File: config.mk
export PLATFORM = sky130hd
export DESIGN_NAME = xrv1_wb_arb
export DESIGN_NICKNAME = d
export VERILOG_FILES = /design/src/rtl/xrv1_pkg.sv /design/src/rtl/xrv1_wb_slot.sv /design/src/rtl/xrv1_wb_arb.sv
export SDC_FILE = /design/constraint.sdc
export NUM_CORES = 1
export LEC_CHECK = 0
export ABC_AREA = 1
export BUFFER_PORTS_ARGS = -buffer_cell sky130_fd_sc_hd__clkbuf_2
export CAP_MARGIN = 20
export CORE_MARGIN = 3
export CORE_UTILIZATION = 45
export DETAILED_ROUTE_END_ITERATION = 8
export PLACE_DENSITY = 0.83
export REMOVE_ABC_BUFFERS = 1
export SYNTH_ARGS = -nofsm -noshare
export SYNTH_HDL_FRONTEND = slang
export SYNTH_SLANG_ARGS = --single-unit
export TNS_END_PERCENT = 50
File: constraint.sdc
create_clock -name clk_i -period 3.1 [get_ports clk_i]
set_input_delay 0.465 -clock clk_i [delete_from_list [all_inputs] [get_ports clk_i]]
set_output_delay 0.465 -clock clk_i [all_outputs]
set_load 0.01 [all_outputs]
File: src/rtl/xrv1_pkg.sv
// Shared types for the xrv1 writeback path: one holding-slot entry
// (valid flag, destination register, result data).
package xrv1_pkg;
    localparam int XRV1_DATA_W = 32;
    localparam int XRV1_ADDR_W = 5;

    typedef struct packed {
        logic                   full;
        logic [XRV1_ADDR_W-1:0] addr;
        logic [XRV1_DATA_W-1:0] data;
    } wb_slot_t;
endpackage

File: src/rtl/xrv1_wb_slot.sv
// One-entry holding register for a writeback source. A push overrides a
// pop in the same cycle so a granted slot can refill back to back.
module xrv1_wb_slot
    import xrv1_pkg::*;
(
    input  logic                   clk,
    input  logic                   rst,
    input  logic                   push,
    input  logic [XRV1_ADDR_W-1:0] push_addr,
    input  logic [XRV1_DATA_W-1:0] push_data,
    input  logic                   pop,
    output logic                   full,
    output logic [XRV1_ADDR_W-1:0] addr,
    output logic [XRV1_DATA_W-1:0] data,
    output logic                   ready
);
    wb_slot_t slot_q;

    always_ff @(posedge clk or posedge rst) begin
        if (rst) begin
            slot_q <= '0;
        end else if (push) begin
            slot_q <= '{full: 1'b1, addr: push_addr, data: push_data};
        end else if (pop) begin
            slot_q.full <= 1'b0;
        end
    end

    assign full  = slot_q.full;
    assign addr  = slot_q.addr;
    assign data  = slot_q.data;
    assign ready = !slot_q.full || pop;
endmodule

File: src/rtl/xrv1_wb_arb.sv
// Writeback arbiter: merges ALU (s0) and LSU (s1) results into the single
// register-file write port in age order, with bypass and hazard queries.
module xrv1_wb_arb
    import xrv1_pkg::*;
#(
    parameter int DATA_WIDTH_P    = XRV1_DATA_W,
    parameter int rf_addr_width_p = XRV1_ADDR_W
) (
    input  logic                       clk_i,
    input  logic                       rst_i,
    input  logic                       s0_valid_i,
    output logic                       s0_ready_o,
    input  logic [rf_addr_width_p-1:0] s0_addr_i,
    input  logic [DATA_WIDTH_P-1:0]    s0_data_i,
    input  logic                       s1_valid_i,
    output logic                       s1_ready_o,
    input  logic [rf_addr_width_p-1:0] s1_addr_i,
    input  logic [DATA_WIDTH_P-1:0]    s1_data_i,
    output logic                       rd_w_en_o,
    output logic [rf_addr_width_p-1:0] rd_addr_o,
    output logic [DATA_WIDTH_P-1:0]    rd_data_o,
    output logic                       byp_valid_o,
    output logic [rf_addr_width_p-1:0] byp_addr_o,
    output logic [DATA_WIDTH_P-1:0]    byp_data_o,
    input  logic [rf_addr_width_p-1:0] q0_addr_i,
    output logic                       q0_pend_o,
    input  logic [rf_addr_width_p-1:0] q1_addr_i,
    output logic                       q1_pend_o
);
    logic                       full0, full1, gnt0, gnt1, push0, push1;
    logic [rf_addr_width_p-1:0] addr0, addr1;
    logic [DATA_WIDTH_P-1:0]    data0, data1;
    logic                       older_q;  // 0: s0 holds the older entry, 1: s1

    assign push0 = s0_valid_i && s0_ready_o;
    assign push1 = s1_valid_i && s1_ready_o;

    xrv1_wb_slot u_slot0 (
        .clk(clk_i), .rst(rst_i), .push(push0), .push_addr(s0_addr_i),
        .push_data(s0_data_i), .pop(gnt0), .full(full0), .addr(addr0),
        .data(data0), .ready(s0_ready_o)
    );

    xrv1_wb_slot u_slot1 (
        .clk(clk_i), .rst(rst_i), .push(push1), .push_addr(s1_addr_i),
        .push_data(s1_data_i), .pop(gnt1), .full(full1), .addr(addr1),
        .data(data1), .ready(s1_ready_o)
    );

    assign gnt0 = full0 && (!full1 || !older_q);
    assign gnt1 = full1 && (!full0 ||  older_q);

    // A slot that loads next to a held (full, ungranted) entry is younger;
    // simultaneous loads tie-break to s0.
    always_ff @(posedge clk_i or posedge rst_i) begin
        if (rst_i) begin
            older_q <= 1'b0;
        end else if (push0 && push1) begin
            older_q <= 1'b0;
        end else if (push1 && full0 && !gnt0) begin
            older_q <= 1'b0;
        end else if (push0 && full1 && !gnt1) begin
            older_q <= 1'b1;
        end
    end

    always_comb begin
        rd_addr_o = '0;
        rd_data_o = '0;
        if (gnt0) begin
            rd_addr_o = addr0;
            rd_data_o = data0;
        end else if (gnt1) begin
            rd_addr_o = addr1;
            rd_data_o = data1;
        end
    end

    // x0 is drained like any other slot but never written.
    assign rd_w_en_o   = (gnt0 || gnt1) && (rd_addr_o != '0);
    assign byp_valid_o = rd_w_en_o;
    assign byp_addr_o  = rd_addr_o;
    assign byp_data_o  = rd_data_o;

    assign q0_pend_o = (q0_addr_i != '0) &&
                       ((full0 && !gnt0 && addr0 == q0_addr_i) ||
                        (full1 && !gnt1 && addr1 == q0_addr_i));
    assign q1_pend_o = (q1_addr_i != '0) &&
                       ((full0 && !gnt0 && addr0 == q1_addr_i) ||
                        (full1 && !gnt1 && addr1 == q1_addr_i));
endmodule
* Word-level counts from Yosys, hierarchy flattened
Cells that the tools add are included.
** Word-level totals
- Flip-flop bits (word level) :: 77
- Input port bits :: 88
- Output and inout port bits :: 80
- Logic and storage cells :: 58
** Operators by class
- Eq/ne operators :: 4
- Multiplexer cells :: 11
- Reductions and logical operators :: 36
** Operator list (number)
- 32-bit two-way mux :: 2
- 5-bit equality test :: 4
- 1-bit logical AND :: 18
- 5-bit nonzero test :: 3
- 5-bit two-way mux :: 2
- 1-bit logical OR :: 7
- 1-bit two-way mux :: 7
- 1-bit zero test :: 5
- 2-bit nonzero test :: 2
- 3-bit nonzero test :: 1

* Depth between registers and ports, before layout
Gate-level depths: netlist of run 1.
- Depth in word-level cells :: 10
- Mapped depth :: 8
- Mapped depth without buffers :: 7

* Modules after synthesis
A second synthesis of run 1 with hierarchy kept.
** Unflattened totals
- Cell total of the unflattened synthesis :: 529
- Area, all modules :: 4139.0 um^2
** By module, submodules not included
- xrv1_wb_slot :: instances 2, cells an instance 162, area each 1477.7 um^2, seq. area each 950.9 um^2
- xrv1_wb_arb :: instances 1, cells an instance 205, area each 1183.6 um^2, seq. area each 25.0 um^2

* Worst setup path before layout of run 1
No wires, ideal clock.
- Path kind :: register to output
- Start point :: reg u_slot0.full (netlist name)
- End point :: out rd_w_en_o
- Data arrival time :: 1544 ps
- Data required time :: 2635 ps
- Setup slack :: 1091 ps
- Stages on the path, launching flop included :: 8
- Buffers on the path :: 2
- Path through :: dfrtp_1 -> nand2_2 -> nand2_2 -> buf_6 -> o21ai_0 -> nor2_1 -> nand3_1 -> buf_4
** On the way
- Longest elaborated chain between the ends :: 7
- Elaborated cells between the ends (all ways) :: 9
- Those cells by class :: mux (2); reduce/logical (7)
** Ends and longest elaborated chain
- 1-bit zero test :: RTL line xrv1_wb_arb.sv:51 : assign gnt1 = full1 && (!full0 || older_q);
- 1-bit logical OR :: RTL line xrv1_wb_arb.sv:51
- 1-bit logical AND :: RTL line xrv1_wb_arb.sv:51
- 5-bit two-way mux :: RTL line xrv1_wb_arb.sv:73 : end else if (gnt1) begin
- 5-bit two-way mux * :: RTL line xrv1_wb_arb.sv:70 : if (gnt0) begin
- via byp_addr_o[3] :: RTL line xrv1_wb_arb.sv:23 : output logic [rf_addr_width_p-1:0] byp_addr_o,
- 5-bit nonzero test * :: RTL line xrv1_wb_arb.sv:80 : assign rd_w_en_o = (gnt0 || gnt1) && (rd_addr_o != '0);
- 1-bit logical AND * :: RTL line xrv1_wb_arb.sv:80
- end, declared :: RTL line xrv1_wb_arb.sv:19 : output logic rd_w_en_o,
The timed path passes the listed nets; every way through them passes the cells marked *.

* Worst setup path in the final report of run 1
- Start point :: reg u_slot0.full (netlist name)
- End point :: out byp_valid_o
** On the way
- Longest elaborated chain between the ends :: 7
- Elaborated cells between the ends (all ways) :: 9
- Those cells by class :: mux (2); reduce/logical (7)
** Ends and longest elaborated chain
- 1-bit zero test :: RTL line xrv1_wb_arb.sv:51
- 1-bit logical OR :: RTL line xrv1_wb_arb.sv:51
- 1-bit logical AND :: RTL line xrv1_wb_arb.sv:51
- 5-bit two-way mux :: RTL line xrv1_wb_arb.sv:73
- 5-bit two-way mux :: RTL line xrv1_wb_arb.sv:70
- 5-bit nonzero test :: RTL line xrv1_wb_arb.sv:80
- 1-bit logical AND * :: RTL line xrv1_wb_arb.sv:80
- end, declared :: RTL line xrv1_wb_arb.sv:22 : output logic byp_valid_o,
Every way passes the cells marked *; elsewhere a longest branch is shown, timed or not.

==> impl_metrics.toml, run 1 <==
[worst_setup_path]
max_stage_delay_ps = 460
crit_path_start_kind = "register"
endpoint_kind = "output port"
crit_buf_inv = 1
crit_fanout = 20
crit_top_cell = "nand2_2"
worst-path-stages = 6
cp.arrival_ps = 2250
worst-endpoint-required_ps = 2630
path_class = "reg -> out"
cp_slowest_cell = "dfrtp_1"
r2r_cells = 5
cp_top_family = "simple AND/OR/NAND/NOR gates"
path_cells = "nand2_2 -> nand2_2 -> o21ai_0 -> nor2_1 -> nand3_1 -> clkbuf_2"

[clock_tree]
cts_resized = 0
cts_tree = "done"
path_clk_slew_ps = 80
h-tree-depth = 3
clock_path_buffers = 2
root_buffer = "clkbuf_8"
holdBufCountCts = 0
cts.sinks = 77
cts_buffers = 9
clk_latency_ps = 330
post_cts_buffers = 0

[final_layout]
ff_latch_area_um2 = 1927
final_cells = 745
synthToLayoutAreaGrowth_pct = 19.34
final_area_um2 = 4865
multiInputGateArea_um2 = 1471
fillCellCount = 828
diodes = 0
layout.nets = 721
drive_gt1_frac = 0.3265

[floorplanning]
initial_core_util = 0.4652
die_area_um2 = 10240
num_rows = 34
coreArea_um2 = 8763
num_io_pins = 168
die_y_um = 101.2
die_w_um = 101.2

[run_status]
status = "completed"

[synthesis]
async_flop_share = 1.000
netlist.area_leader.share = 0.4727
synthFlopType = "dfrtp_1"
ys.warnings.count = 0
ys_ff_latch = 77
avgSynthCellArea_um2 = 8.009
synth_edf_count = 0
syn-cell-area_um2 = 4076
synthTopCellsByArea = "dfrtp_1 (47%), nand2_1 (13%), buf_4 (7.4%)"
yosysSeqAreaShare = 0.4727
synth_area_leader_cell = "dfrtp_1"
synthCells = 509
synth_cell_types = 24

[placed_design]
io_buffers = 167
hpwl_um = 7512
gp_congestion = 0.8561
numPlacedInstances = 730
place_area_um2 = 4632

[worst_hold_path]
hold_class = "in -> async"

[timing]
hold_viol = 0
hold_slack_ps = 224.7
fin_crit_sh = 0.8746
setup_violations = 0
fmaxAchievable_mhz = 368.8
fin_crit_ps = 2711
timing.setup.tns_ps = 0
worst_pin_slew_ps = 887.4
drv_slew = 0
rsz0062_at_grt = "false"
slew_headroom = 0.4084
skew_ps = 11.29

[detailed_routing]
ant_nets = 0
dr.pass1.iters = 4
drt_wl_total_um = 10140
wl_met3_um = 674
routedWlPerCell_um = 13.60
topRoutingLayerUsed = "met4"
drt_iter0_markers = 165
vias = 3659
via_per_inst = 4.911
drt-met1-wl_um = 4280
wl_met2_um = 5032
post-route-drc-count = 0

[global_route]
overflow = 0
grt_pass1_wl_um = 15950
antenna_found_initial = 0
grt_max_degree = 58
grt_pass1_vias = 3552
grt.total_usage = 0.1942

[power_and_ir_drop]
comb_power_share = 0.453
leakage_nw = 2.752
ir_drop_v = 0.0004469
p_sw_mw = 1.709
pwr-share-seq = 0.339
p_int_mw = 2.473
cellPowerDensity_nw_per_um2 = 859.9
sw_frac_of_total = 0.4087
pwr-share-clk = 0.208

[run]
drv_cap = 0
[path summary, 6_finish.rpt]
path | to | from | slack [ps]
setup / recovery | byp_valid_o | u_slot0.full | 390
hold / removal | u_slot1.data[27] | rst_i | 220
setup reg to reg | u_slot1.data[29] | u_slot1.full | 1010
hold reg to reg | u_slot1.data[7] | u_slot1.data[7] | 480
max in group asynchronous | u_slot0.full | rst_i | 2500
min in group clk_i | u_slot1.data[14] | s1_data_i[14] | 320
[worst reg2reg max path, stage by stage, from the launching register on]
cell and delay (ps):
dfrtp_1 460, buf_4 240, nand3_4 160, nand2_4 160
inv_2 680, o21ai_0 240
[per-stage QoR]
step | power (mW) | util | setup WS, ps
after detailed placement | 3.351 | 0.5286 | 731.1
after floorplan | 2.495 | - | 501.3
final | 4.183 | 0.5551 | 388.8
after global placement | 3.291 | 0.5286 | 766.8
after CTS | 4.229 | 0.5551 | 357.9
after global routing | 4.480 | 0.5551 | 250.7
[registers in the layout (all words and copies together) (netlist names)]
signal and flops:
older_q 1, u_slot0.addr 5, u_slot0.data 32, u_slot0.full 1
u_slot1.addr 5, u_slot1.data 32, u_slot1.full 1
[metal layers]
layer  GRT usage  vias to the layer above
li1            -                     1806
met5           0                        -
met1      0.2472                     1707
met3     0.04408                       12
met2      0.3270                      134
met4     0.06646                        0
[logic make-up (layout without fill, tap and decap cells)]
family	after synthesis	count (layout)	share of synthesized area
AO/OA/AOI/OAI	88	88	0.1130
XOR/XNOR	1	1	0.002149
buffers and inverters	119	247	0.1664
flip-flops	77	77	0.4727
multiplexers	12	12	0.03315
AND/OR/NAND/NOR	212	212	0.2127
[power by group through the flow]
stage | sequential, mW | combinational (mW) | clock, mW
final | 1.42 | 1.90 | 0.869
after detailed placement | 1.44 | 1.91 | 0
after global routing | 1.45 | 2.10 | 0.930
after CTS | 1.42 | 1.92 | 0.889
after global placement | 1.42 | 1.87 | 0
after floorplan | 1.41 | 1.08 | 0
[synth_stat cells, types with 4 or more instances]
cell        n
nand3_1    23
nor2_1     39
inv_1      58
buf_4      40
o21ai_0    46
buf_2       4
o21ai_1     4
buf_6       8
o22ai_1     7
clkbuf_1    6
a21oi_1    28
mux2_2     12
dfrtp_1    77
nand2_1   142
[cell type report]
cell class	instances	area share
clock inverters	3	0.01389
clock buffers	12	0.03395
multi-input cells	313	0.3025
well taps	108	0.02778
flip-flops and latches	77	0.3961
repair buffers	172	0.1795
inverters	60	0.04630
[cell usage in the layout, fill, tap and decap left out, drive strengths merged]
cell	count
xor2	1
dfrtp	77
a31oi	1
nor2	39
a32o	2
inv	60
nand3	25
nand2	146
o21ai	50
a21oi	28
mux2	12
buf	5
nor3	2
o22ai	7
bufinv	2
clkinvlp	1
clkbuf	179
Note: power is estimated with default switching activity, not from simulation.
==> inputs of run 2 (changes only) <==
--- a/config.mk
+++ b/config.mk
@@ -12,7 +12,6 @@
 export CORE_UTILIZATION = 45
 export DETAILED_ROUTE_END_ITERATION = 8
 export PLACE_DENSITY = 0.83
-export REMOVE_ABC_BUFFERS = 1
 export SYNTH_ARGS = -nofsm -noshare
 export SYNTH_HDL_FRONTEND = slang
 export SYNTH_SLANG_ARGS = --single-unit
==> impl_metrics.toml, run 2 (synthesized netlist as in run 1, its figures left out) <==
[run_status]
status = "completed"

[clock_tree]
clk_latency_ps = 340
clock_path_buffers = 2
cts_buffers = 9
cts.sinks = 77
path_clk_slew_ps = 80
cts_tree = "done"
h-tree-depth = 3
post_cts_buffers = 0
root_buffer = "clkbuf_8"
cts_resized = 0
holdBufCountCts = 0

[final_layout]
layout_commonest_cell = "clkbuf_2"
final_cell_mix = "clkbuf_2 (167), nand2_1 (142), dfrtp_1 (77)"
layout.nets = 720
synthToLayoutAreaGrowth_pct = 18.72
final_cells = 744
post-route-util = 0.5523
drive_gt1_frac = 0.3239
diodes = 0

[timing]
fin_crit_ps = 2719
hold_viol = 0
fmaxAchievable_mhz = 367.8
worst_pin_slew_ps = 869.4
setup_violations = 0
rsz0062_at_grt = "false"
drv_slew = 0
timing.setup.tns_ps = 0
setup_ws_ps = 381.2
skew_ps = 9.649
slew_headroom = 0.4196
fin_crit_sh = 0.8770

[floorplanning]
die_w_um = 101.2
die_area_um2 = 10240
num_rows = 34
num_io_pins = 168
coreArea_um2 = 8763
die_y_um = 101.2
initial_core_util = 0.4652

[detailed_routing]
post-route-drc-count = 0
drt_wl_total_um = 10180
dr.pass1.iters = 4
routedWlPerCell_um = 13.68
vias = 3714
ant_nets = 0
drt_iter0_markers = 179
via_per_inst = 4.992

[placed_design]
io_buffers = 167
numPlacedInstances = 729
gp_congestion = 1.010
dp_slack_ps = 733.9
hpwl_um = 7570

[power_and_ir_drop]
cellPowerDensity_nw_per_um2 = 854.9
pwr-share-clk = 0.199
sw_frac_of_total = 0.4137
comb_power_share = 0.459
leakage_nw = 2.737
p_sw_mw = 1.712
pwr-share-seq = 0.342
p_int_mw = 2.426
ir_drop_v = 0.0004490

[worst_setup_path]
cp.arrival_ps = 2250
max_stage_delay_ps = 460
cp_slowest_cell = "dfrtp_1"
worst-endpoint-required_ps = 2630
crit_top_cell = "nand2_2"
r2r_cells = 4
crit_buf_inv = 1
endpoint_kind = "output port"
path_class = "reg -> out"
cp_top_family = "simple AND/OR/NAND/NOR gates"
path_cells = "nand2_2 -> nand2_2 -> o21ai_0 -> nor2_1 -> nand3_1 -> clkbuf_2"
reg2reg_from = "u_slot1.full"
crit_fanout = 20
reg2reg_setup_slack_ps = 1030
r2r_end = "u_slot0.data[29]"
crit_path_start_kind = "register"

[global_route]
overflow = 0
antenna_found_initial = 0
grt_max_degree = 64
grt_pass1_wl_um = 16560
grt_pass1_vias = 3592
grt.total_usage = 0.2033

[synthesis]
syn_nets = 597

[worst_hold_path]
hold_class = "in -> async"

[run]
drv_cap = 0
-- run 2: power by group through the flow --
stage / clock, mW / combinational [mW] / sequential (mW)
after floorplan: 0 / 1.54 / 1.40
after global placement: 0 / 1.87 / 1.42
after detailed placement: 0 / 1.91 / 1.43
after CTS: 0.841 / 1.92 / 1.41
after global routing: 0.890 / 2.12 / 1.45
final: 0.825 / 1.90 / 1.41
-- run 2: cell type report --
| cell class | count | area, um2 |
|---|---|---|
| flip-flops and latches | 77 | 1927 |
| repair buffers | 171 | 865.8 |
| fillers | 811 | 3924 |
| well taps | 108 | 135.1 |
| multi-input cells | 313 | 1471 |
| clock buffers | 11 | 141.4 |
| clock inverters | 4 | 72.57 |
| inverters | 60 | 226.5 |
-- run 2: worst register-to-register path, cell delays in order (launching register included) --
cell and delay [ps]:
dfrtp_1 460, buf_4 280, nand3_2 220, nand2_4 570, mux2_2 430
-- run 2: stage by stage --
stage / total power [mW] / area [um2] / hold slack (ps)
3_3_place_gp: 3.286 / 4626 / 463.5
4_1_cts: 4.172 / 4840 / 145.6
3_5_place_dp: 3.343 / 4626 / 466.3
5_1_grt: 4.459 / 4840 / 177.4
2_1_floorplan: 2.935 / 4076 / 449.5
6_report: 4.137 / 4840 / 139.2
-- run 2: worst max-delay path by stage --
stage | start | end | slack, ps | cells after the start
after floorplan | rst_i | older_q | 670 | 1
after global placement | u_slot0.full | rd_w_en_o | 820 | 6
after detailed placement | u_slot0.full | rd_w_en_o | 730 | 6
after CTS | u_slot0.full | rd_w_en_o | 360 | 6
after global routing | u_slot0.full | byp_valid_o | 190 | 6
final | u_slot0.full | rd_w_en_o | 380 | 6
-- run 2: per-layer routing --
layer / part of all wire / vias to the layer above / GRT usage / wire, um
met5: 0 / - / 0 / 0
met4: 0.017 / 0 / 0.07055 / 175
met3: 0.059 / 14 / 0.03926 / 601
met2: 0.53 / 141 / 0.3556 / 5353
met1: 0.40 / 1752 / 0.2513 / 4045
li1: - / 1807 / - / -
